[src/rtl/writeback_arbiter.sv]
// writeback_arbiter: collects completed ALU and MEM results into a small
// in-order FIFO and retires one per cycle onto the register file write port.
// The write outputs are registered. reset_write_addr mirrors the write index
// so the register file clears the busy bit on the same edge it writes the data.
module writeback_arbiter #(
  parameter int ADDR_WIDTH = 5,
  parameter int DATA_WIDTH = 64,
  parameter int DEPTH      = 4
) (
  input  logic                         clk,
  input  logic                         reset,
  input  logic                         mem_valid,
  input  logic [ADDR_WIDTH-1:0]        mem_rd,
  input  logic [DATA_WIDTH-1:0]        mem_data,
  output logic                         mem_ready,
  input  logic                         alu_valid,
  input  logic [ADDR_WIDTH-1:0]        alu_rd,
  input  logic [DATA_WIDTH-1:0]        alu_data,
  output logic                         alu_ready,
  output logic                         write_enable,
  output logic [ADDR_WIDTH-1:0]        write_addr,
  output logic [DATA_WIDTH-1:0]        write_data,
  output logic [ADDR_WIDTH-1:0]        reset_write_addr,
  output logic [$clog2(DEPTH+1)-1:0]   occupancy,
  output logic                         empty
);

  localparam int PTR_W = $clog2(DEPTH);
  localparam int OCC_W = $clog2(DEPTH+1);

  // FIFO storage (not reset: validity is tracked by occupancy alone)
  logic [ADDR_WIDTH-1:0] rd_mem_reg   [DEPTH];
  logic [DATA_WIDTH-1:0] data_mem_reg [DEPTH];

  logic [PTR_W-1:0]      head_reg, head_next;
  logic [PTR_W-1:0]      tail_reg, tail_next;
  logic [PTR_W-1:0]      alu_slot;
  logic [OCC_W-1:0]      occ_reg, occ_next;
  logic [OCC_W-1:0]      free;
  logic                  mem_push, alu_push, pop;
  logic [DEPTH-1:0]      mem_wr_sel, alu_wr_sel;

  logic                  we_reg;
  logic [ADDR_WIDTH-1:0] addr_reg;
  logic [DATA_WIDTH-1:0] data_reg;

  // Ready, push/pop decisions and pointer/occupancy updates; readies depend
  // only on registered occupancy, so a same-cycle pop never frees a slot.
  // An x0 result is accepted but skipped, yet still counts against free space.
  always_comb begin
    free      = OCC_W'(DEPTH) - occ_reg;
    mem_ready = (free >= OCC_W'(1));
    alu_ready = (free >= OCC_W'(2)) || ((free == OCC_W'(1)) && !mem_valid);
    mem_push  = mem_valid && mem_ready && (mem_rd != '0);
    alu_push  = alu_valid && alu_ready && (alu_rd != '0);
    pop       = (occ_reg != '0);
    // MEM takes the older slot; ALU lands right behind it
    alu_slot  = tail_reg + PTR_W'(mem_push);
    tail_next = tail_reg + PTR_W'(mem_push) + PTR_W'(alu_push);
    head_next = head_reg + PTR_W'(pop);
    occ_next  = occ_reg + OCC_W'(mem_push) + OCC_W'(alu_push) - OCC_W'(pop);
  end

  // Per-slot write selects; MEM and ALU never target the same slot
  genvar gi;
  generate
    for (gi = 0; gi < DEPTH; gi++) begin : g_slot_sel
      assign mem_wr_sel[gi] = mem_push && (tail_reg == PTR_W'(gi));
      assign alu_wr_sel[gi] = alu_push && (alu_slot == PTR_W'(gi));
    end
  endgenerate

  // Slot storage writes
  always_ff @(posedge clk) begin
    for (int i = 0; i < DEPTH; i++) begin
      if (mem_wr_sel[i]) begin
        rd_mem_reg[i]   <= mem_rd;
        data_mem_reg[i] <= mem_data;
      end else if (alu_wr_sel[i]) begin
        rd_mem_reg[i]   <= alu_rd;
        data_mem_reg[i] <= alu_data;
      end
    end
  end

  // Pointers, occupancy and the registered write port; address/data hold
  // their last value when nothing is popped
  always_ff @(posedge clk) begin
    if (reset) begin
      head_reg <= '0;
      tail_reg <= '0;
      occ_reg  <= '0;
      we_reg   <= 1'b0;
      addr_reg <= '0;
      data_reg <= '0;
    end else begin
      head_reg <= head_next;
      tail_reg <= tail_next;
      occ_reg  <= occ_next;
      we_reg   <= pop;
      if (pop) begin
        addr_reg <= rd_mem_reg[head_reg];
        data_reg <= data_mem_reg[head_reg];
      end
    end
  end

  assign write_enable     = we_reg;
  assign write_addr       = addr_reg;
  assign write_data       = data_reg;
  assign reset_write_addr = we_reg ? addr_reg : '0;
  assign occupancy        = occ_reg;
  assign empty            = (occ_reg == '0) && !we_reg;

endmodule

[config.mk]
export PLATFORM = sky130hd
export DESIGN_NAME = writeback_arbiter
export DESIGN_NICKNAME = d
export VERILOG_FILES = /design/src/rtl/writeback_arbiter.sv
export SDC_FILE = /design/constraint.sdc
export NUM_CORES = 1
export LEC_CHECK = 0
export CAP_MARGIN = 10
export CORE_MARGIN = 2
export CORE_UTILIZATION = 55
export CTS_CLUSTER_SIZE = 8
export DETAILED_ROUTE_END_ITERATION = 16
export PLACE_DENSITY = 0.8
export SLEW_MARGIN = 5
export SYNTH_ARGS = -nofsm -noshare
export SYNTH_HDL_FRONTEND = slang
export SYNTH_SLANG_ARGS = --single-unit
[constraint.sdc]
create_clock -name clk -period 12.5 [get_ports clk]
set_input_delay 2.5 -clock clk [delete_from_list [all_inputs] [get_ports clk]]
set_output_delay 2.5 -clock clk [all_outputs]
set_load 0.01 [all_outputs]
**After elaboration in Yosys (flattened, before gate mapping)**

Memories as Yosys holds them, arrays and structs flattened. A register that Yosys moved wholly into a read port is not among the register bits.
Cells that the tools add are included.

- Bits in registers: 8
- Bits in latches: 0
- Memory bits (writable): 276
- Bits in read-only memories: 0
- Input port bits: 142
- Output and inout port bits: 81
- Memories: 2

- $add $sub $neg: 7
- Multiply operators: 0
- Divide/modulo/power cells: 0
- Order comparisons: 2
- Eq/ne operators: 7
- Shift-type cells: 0
- Mux-type cells: 41
- Bitwise gates (word level): 8
- Reductions and logical operators: 27

Memories:

| name | depth | bits a word | read ports | clocked after Yosys merged registers in | write ports | line | text |
|---|---|---|---|---|---|---|---|
| data_mem_reg | 4 | 64 | 1 | 1 | 2 | 33 | `logic [DATA_WIDTH-1:0] data_mem_reg [DEPTH];` |
| rd_mem_reg | 4 | 5 | 1 | 1 | 2 | 32 | `logic [ADDR_WIDTH-1:0] rd_mem_reg [DEPTH];` |

Operators by type and width:

| operator | number |
|---|---|
| 64-bit two-way mux | 6 |
| 64-bit OR reduction | 2 |
| 5-bit two-way mux | 7 |
| 1-bit two-way mux | 24 |
| 1-bit logical AND | 14 |
| 5-bit nonzero test | 2 |
| 5-bit OR reduction | 2 |
| 2-bit equality test, second input constant | 4 |
| 2-bit two-way mux | 4 |
| 1-bit OR | 8 |
| 2-bit by 1-bit adder with 2-bit output | 3 |
| 3-bit by 1-bit adder with 3-bit output | 2 |
| 2-bit by 1-bit equality test with 1-bit output, second input constant | 2 |
| 2-bit zero test | 2 |
| 3-bit by 1-bit equality test with 1-bit output, second input constant | 1 |
| 3-bit by 1-bit greater-or-equal comparator with 1-bit output, second input constant | 1 |
| 3-bit by 2-bit greater-or-equal comparator with 1-bit output, second input constant | 1 |
| 3-bit zero test | 1 |
| 3-bit nonzero test | 1 |
| 3-bit by 1-bit subtractor with 3-bit output | 1 |
| 3-bit subtractor, first input constant | 1 |
| 1-bit zero test | 2 |
| 1-bit logical OR | 1 |

**Logic depth before layout (Yosys ltp)**

Gate-level depths: netlist (run 1).

- Depth after elaboration: 13
- Gate-level depth with buffers: 13
- Mapped depth without buffers: 12

**Worst setup path before layout (run 1)**

No wires, ideal clock.

- Kind: input-to-reg
- Start point: in mem_rd[0]
- End point: mem data_mem_reg[3][0] (enable)
- Arrival time: 8.906 ns
- Required time: 11.909 ns
- Slack: 3.003 ns
- Cell stages on the path: 7
- Path buffers: 0
- Path through: or4_1 > o211ai_2 > inv_2 > ha_1 > xor2_1 > nand2_1 > o21ai_0

RTL lines:

| item | line | text |
|---|---|---|
| from (decl) | 13 | `input logic [ADDR_WIDTH-1:0] mem_rd,` |
| to (decl) | 33 |  |

**Worst setup path after layout (run 1)**

- Start point: in mem_valid
- End point: out alu_ready

- Cells in the longest elaborated chain, start to end: 3

Ends and longest elaborated chain:

| item | line | text |
|---|---|---|
| from (decl) | 12 | `input logic mem_valid,` |
| 1-bit zero test | 53 | `alu_ready = (free >= OCC_W'(2)) \|\| ((free == OCC_W'(1)) && !mem_valid);` |
| 1-bit logical AND | 53 |  |
| 1-bit logical OR | 53 |  |
| to (decl) | 19 | `output logic alu_ready,` |

Every way passes these cells.

==> results of run 1 <==
## through the flow
stage               util [%]  total power [W]
floorplan                  -          0.00329
global placement        64.8          0.00395
detailed placement      64.8          0.00400
CTS                     70.0          0.00527
global route            70.0          0.00549
finish                  70.0          0.00523
## final cells by class
cell class | instances | area share, %
Timing Repair Buffer | 233 | 11.4
Tap cell | 384 | 2.38
Clock inverter | 1 | 0.0434
Sequential cell | 353 | 48.7
Inverter | 9 | 0.167
Multi-Input combinational cell | 605 | 30.0
Antenna cell | 2 | 0.0248
Clock buffer | 91 | 7.27
## final timing paths
check                              startpoint                            to  slack, ps  cells past startpoint
setup / recovery                    mem_valid                     alu_ready       5850                      3
hold reg to reg   write_data[11]$_SDFFE_PP0N_   write_data[11]$_SDFFE_PP0N_        460                      2
setup reg to reg      occupancy[0]$_SDFF_PP0_  data_mem_reg[1][2]$_DFFE_PP_       7750                     11
hold / removal    write_data[11]$_SDFFE_PP0N_   write_data[11]$_SDFFE_PP0N_        460                      2
## tightest hold or removal path, delay by kind of cell, from the launching register on
family / cells / cell delay (ps)
compound gates: 1 / 50
flops: 1 / 300
simple gates: 1 / 60
## cells by family (layout without fill, tap and decap cells)
logic type / count (synthesis) / after routing
muxes: 345 / 345
and+or+nand+nor: 168 / 168
adders and majority gates: 10 / 10
DFF: 353 / 353
other: 0 / 2
AOI/OAI and AO/OA: 76 / 76
buffers and inverters: 78 / 334
xor gates and xnor gates: 6 / 6
## layer usage
| layer | wire length [um] | vias up |
|---|---|---|
| li1 | - | 4415 |
| met1 | 15600 | 4981 |
| met2 | 19200 | 357 |
| met3 | 2150 | 62 |
| met4 | 971 | 0 |
| met5 | 0 | - |
## power by group
part	leakage, nW	internal [W]	total, W	switching, W
combinational	2.91	0.000933	0.00189	0.000961
sequential	3.20	0.00186	0.00208	0.000218
clock	0.702	0.000782	0.00126	0.000477
total	6.81	0.00357	0.00523	0.00166
## cell usage in the layout, fill, tap and decap left out, types with 7 or more instances in the layout
master	synthesis	routed
nor2_1	7	7
a21oi_1	69	69
edfxtp_1	276	276
buf_4	3	12
inv_1	7	7
ha_1	8	7
mux4_2	69	69
mux2_2	262	262
clkbuf_1	27	38
nand2_1	140	140
dfxtp_1	77	75
clkdlybuf4s50_1	0	221
clkbuf_16	0	53
mux2_1	14	14
==> impl_metrics.py, run 1 <==
metrics = {
    "power": {
        "powerDensity_nw_per_um2": 259,
        "p_leak_nw": 6.81,
        "ir_drop_uv": 199,
    },
    "logic_synthesis": {
        "synth_edf_count": 276,
        "ys_seq_area_share_pct": 60.7,
        "syn_area_um2": 16200,
        "synthSimpleGateAreaFrac_pct": 4.53,
        "synth_xor_area_share_pct": 0.325,
        "synth_top_cell_by_area": "edfxtp_1",
        "async_reset_ff_share_pct": 0,
        "synthCells": 1036,
        "ys_top_cells_by_count": "edfxtp_1, mux2_2, nand2_1, dfxtp_1",
        "ys_types": 32,
        "synth-seq-cells": 353,
        "synth_nets": 1188,
        "synthAdderAreaFrac_pct": 0.866,
        "synth_top_area_share_pct": 51.2,
        "syn_avg_cell_area_um2": 15.6,
        "synthMuxAreaShare_pct": 28.8,
        "yosysWarnings": 0,
        "synth_top_family_by_area": "multiplexers",
        "ys.flop_type": "edfxtp_1",
        "synth.most_common_cell": "edfxtp_1",
        "ys_top_cells_by_area": "edfxtp_1, mux2_2, mux4_2, dfxtp_1, nand2_1",
        "synth_compound_area_share_pct": 2.47,
    },
    "cts": {
        "clock_latency_ps": 540,
        "cts_resized": 0,
        "clk_pin_slew_ps": 50,
        "cts_setup_buffers": 0,
        "cts_htree_levels": 2,
        "cts_buffer_depth": 3,
        "numCtsBuffers": 50,
        "hold_buffers": 0,
        "cts_tree": "yes",
        "cts.sinks": 353,
        "root_buffer": "clkbuf_16",
    },
    "worst_setup_path": {
        "crit_buf_inv": 2,
        "worst_ep_arrival_time_ps": 4150,
        "worstSetupStartpointType": "input port",
        "crit_type": "in2out",
        "critPathRequiredTime_ps": 10000,
        "crit_path_end_kind": "output pin",
        "cp_cell_sequence": "clkdlybuf4s50_1 > o21ai_0 > clkdlybuf4s50_1",
        "critPathSlowestCell": "clkdlybuf4s50_1",
        "cpMostUsedCell": "clkdlybuf4s50_1",
        "crit_family": "buffers and inverters",
        "max_stage_delay_ps": 650,
        "cp_max_fo": 2,
    },
    "timing": {
        "clock_skew_ps": 17.5,
        "tightest_slew_ps": 1150,
        "fin_crit_sh_pct": 53.2,
        "slew_headroom_pct": 23.1,
        "hold_ws_ps": 459,
        "maxSlewViolCount": 0,
        "tns_ps": 0,
        "final-setup-viol-count": 0,
        "max_freq_ghz": 0.150,
        "final_hold_viol_count": 0,
        "finalCriticalPeriod_ps": 6650,
        "rsz0062_at_grt": "no",
        "layout_setup_ws_ps": 5850,
    },
    "die": {
        "io_pins": 223,
        "die_y_um": 176,
        "dieArea_um2": 30800,
        "initial_core_util_pct": 56.1,
        "std_cell_rows": 62,
        "die_x_um": 176,
        "coreArea_um2": 28900,
    },
    "global_routing": {
        "grt_use_met1_pct": 32.8,
        "gr-usage-all-layers_pct": 24.8,
        "antenna_found_initial": 2,
        "met2_usage_pct": 42.6,
        "overflow": 0,
        "use_met3_pct": 3.90,
        "top_usage_layer": "met2",
        "grt_max_degree": 78,
        "grt_pass1_vias": 10300,
        "grt_pass1_wl_um": 59000,
    },
    "cells_and_area": {
        "area_growth_pct": 24.8,
        "instances_no_fill": 1678,
        "fill_cells": 1918,
        "multi_input_area_um2": 6060,
        "finalNetCount": 1404,
        "largest_reg_flops": 256,
        "final_area_um2": 20200,
        "register_area_um2": 9840,
        "drive_gt1_share_pct": 31.9,
    },
    "drt": {
        "viasPerCell": 5.85,
        "wl_um": 37900,
        "vias": 9815,
        "drc": 0,
        "wl_per_cell_um": 22.6,
        "drt_iter0_drc": 778,
        "firstDrtPassIters": 5,
        "ant_nets": 0,
    },
    "status": {
        "status": "finished, final reports clean",
    },
    "placed_design": {
        "preCtsSetupSlack_ps": 5670,
        "place_area_um2": 18700,
        "placed_cells": 1584,
        "dp_hpwl_um": 21700,
        "place_congestion": 0.773,
        "port-buffer-count": 222,
    },
    "hold_path": {
        "hold_class": "reg2reg",
    },
    "job": {
        "maxCapViolCount": 0,
    },
}
No activity file was read; power rests on OpenSTA's default activity.
==> run 2: changes to the inputs <==
- CORE_UTILIZATION: 55 -> 50
- PLACE_DENSITY: 0.8 -> 0.77
- clock period: 12.5 -> 6.05 ns (I/O delays scaled with it)
==> run 2 against run 1 <==
Register-to-register slack lost 5800 ps. Worst hold slack lost 2.7 ps. Die area grew 9.8%. Clock power grew 100%. Combinational power grew 110%. Critical path depth grew 6. Core utilization shrank 5.9 points. Sequential share of layout area shrank 0.31 points. Setup slack lost 4200 ps. Design area grew 0.64%. Critical path type is now in2reg.
==> impl_metrics.py, run 2 (synthesized netlist as in run 1, its figures left out) <==
metrics = {
    "timing": {
        "finalCriticalPeriod_ps": 4410,
        "fin_crit_sh_pct": 72.9,
        "clock_skew_ps": 9.45,
        "tightest_slew_ps": 1000,
        "rsz0062_at_grt": "no",
        "maxSlewViolCount": 0,
        "slew_headroom_pct": 33.3,
        "final-setup-viol-count": 0,
        "final_hold_viol_count": 0,
        "tns_ps": 0,
        "max_freq_ghz": 0.227,
    },
    "die": {
        "initial_core_util_pct": 51.0,
        "std_cell_rows": 65,
        "coreArea_um2": 31700,
        "io_pins": 223,
        "dieArea_um2": 33800,
        "die_y_um": 184,
        "die_x_um": 184,
    },
    "power": {
        "p_switching_w": 0.00345,
        "intPower_w": 0.00738,
        "powerDensity_nw_per_um2": 533,
        "ir_drop_uv": 322,
        "p_sw_share_pct": 31.8,
        "p_leak_nw": 6.86,
        "seq_power_share_pct": 39.2,
        "pwr-share-comb_pct": 37.3,
        "p_clk_share_pct": 23.5,
    },
    "worst_setup_path": {
        "r2r-start": "occupancy[1]$_SDFF_PP0_",
        "worst_ep_arrival_time_ps": 4690,
        "critPathRequiredTime_ps": 6330,
        "crit_type": "in2reg",
        "crit_path_end_kind": "flop",
        "max_stage_delay_ps": 590,
        "crit_start": "mem_rd[0]",
        "cp_max_fo": 21,
        "worstSetupStartpointType": "input port",
        "crit_family": "simple AND/OR/NAND/NOR gates",
        "cp_cell_sequence": "clkdlybuf4s50_1 > or4_1 > o211ai_2 > inv_2 > ha_1 > xor2_1 > nand4_4 > buf_4 > mux2_2",
        "crit_buf_inv": 3,
        "critPathSlowestCell": "or4_1",
    },
    "placed_design": {
        "place_congestion": 0.748,
        "port-buffer-count": 222,
        "place_area_um2": 18900,
        "dp_hpwl_um": 23100,
    },
    "cts": {
        "clk_pin_slew_ps": 50,
        "cts_resized": 0,
        "cts_tree": "yes",
        "root_buffer": "clkbuf_16",
        "cts.sinks": 353,
        "hold_buffers": 0,
        "cts_buffer_depth": 3,
        "cts_setup_buffers": 0,
        "cts_htree_levels": 2,
        "numCtsBuffers": 50,
        "clock_latency_ps": 540,
    },
    "cells_and_area": {
        "final_area_um2": 20300,
        "mostFrequentLayoutCells": "edfxtp_1, mux2_2, clkdlybuf4s50_1, nand2_1, dfxtp_1",
        "fill_cells": 2323,
        "area_growth_pct": 25.6,
        "drive_gt1_share_pct": 32.5,
        "largest_reg_flops": 256,
        "finalNetCount": 1418,
        "layout_commonest_cell": "edfxtp_1",
    },
    "drt": {
        "ant_nets": 0,
        "vias": 9759,
        "wl_um": 38500,
        "firstDrtPassIters": 5,
        "drc": 0,
        "wl_per_cell_um": 22.5,
        "viasPerCell": 5.70,
        "drt_iter0_drc": 710,
    },
    "global_routing": {
        "grt_pass1_wl_um": 59500,
        "overflow": 0,
        "grt_max_degree": 78,
        "gr-usage-all-layers_pct": 23.2,
        "grt_pass1_vias": 10300,
        "antenna_found_initial": 3,
    },
    "job": {
        "maxCapViolCount": 0,
    },
    "status": {
        "status": "finished, final reports clean",
    },
    "hold_path": {
        "worstHoldStart": "write_data[63]$_SDFFE_PP0N_",
        "hold_class": "reg2reg",
    },
}
[run 2: through the flow]
step | setup slack [ps] | utilization (%) | total power (W) | std cells | hold slack, ps
finish | 1640 | 64.1 | 0.0108 | 1711 | 456
global route | 1460 | 64.1 | 0.0114 | 1711 | 475
CTS | 1640 | 64.0 | 0.0109 | 1708 | 460
detailed placement | 1110 | 59.5 | 0.00835 | 1616 | 452
global placement | 1210 | 59.5 | 0.00825 | 1616 | 448
floorplan | 1000 | - | 0.00676 | 1036 | 476
[run 2: final timing paths]
check | to | slack (ps) | cells past startpoint
worst max-delay path | data_mem_reg[3][26]$_DFFE_PP_ | 1640 | 9
worst min-delay path | write_data[63]$_SDFFE_PP0N_ | 460 | 2
worst max register to register | data_mem_reg[3][26]$_DFFE_PP_ | 1960 | 11
worst min register to register | write_data[63]$_SDFFE_PP0N_ | 460 | 2
[run 2: layout make-up]
| cell class | instances | area, um2 | area share [%] |
|---|---|---|---|
| sequential | 353 | 9840 | 48.4 |
| tap | 402 | 503 | 2.48 |
| timing repair buffer | 247 | 2440 | 12.0 |
| clock inverter | 2 | 17.5 | 0.0862 |
| antenna | 3 | 7.51 | 0.0369 |
| inverter | 9 | 33.8 | 0.166 |
| multi-input combinational | 605 | 6060 | 29.8 |
| clock buffer | 90 | 1420 | 7.00 |
[run 2: routing by layer]
layer | global-route usage [%] | up-vias | part of all wire [%]
li1 | - | 4446 | -
met5 | 0 | - | 0
met2 | 38.6 | 329 | 50
met4 | 7.46 | 0 | 2.2
met1 | 30.2 | 4924 | 41
met3 | 5.39 | 60 | 6.9
[run 2: worst reg2reg max path: stages, from the launching register on]
cell and delay, ps:
dfxtp_1 430, inv_1 120, ha_1 230, ha_4 280
or4b_1 490, o211ai_2 150, inv_2 80, ha_1 220
xor2_1 550, nand4_4 520, buf_4 430, mux2_2 340
[run 2: power by group through the flow]
stage                     combinational [W]  clock [W]  sequential [W]
after floorplan                     0.00251          0         0.00424
after global placement              0.00399          0         0.00426
after detailed placement            0.00406          0         0.00430
after CTS                           0.00409    0.00259         0.00426
after global routing                0.00434    0.00270         0.00434
final                               0.00403    0.00255         0.00424
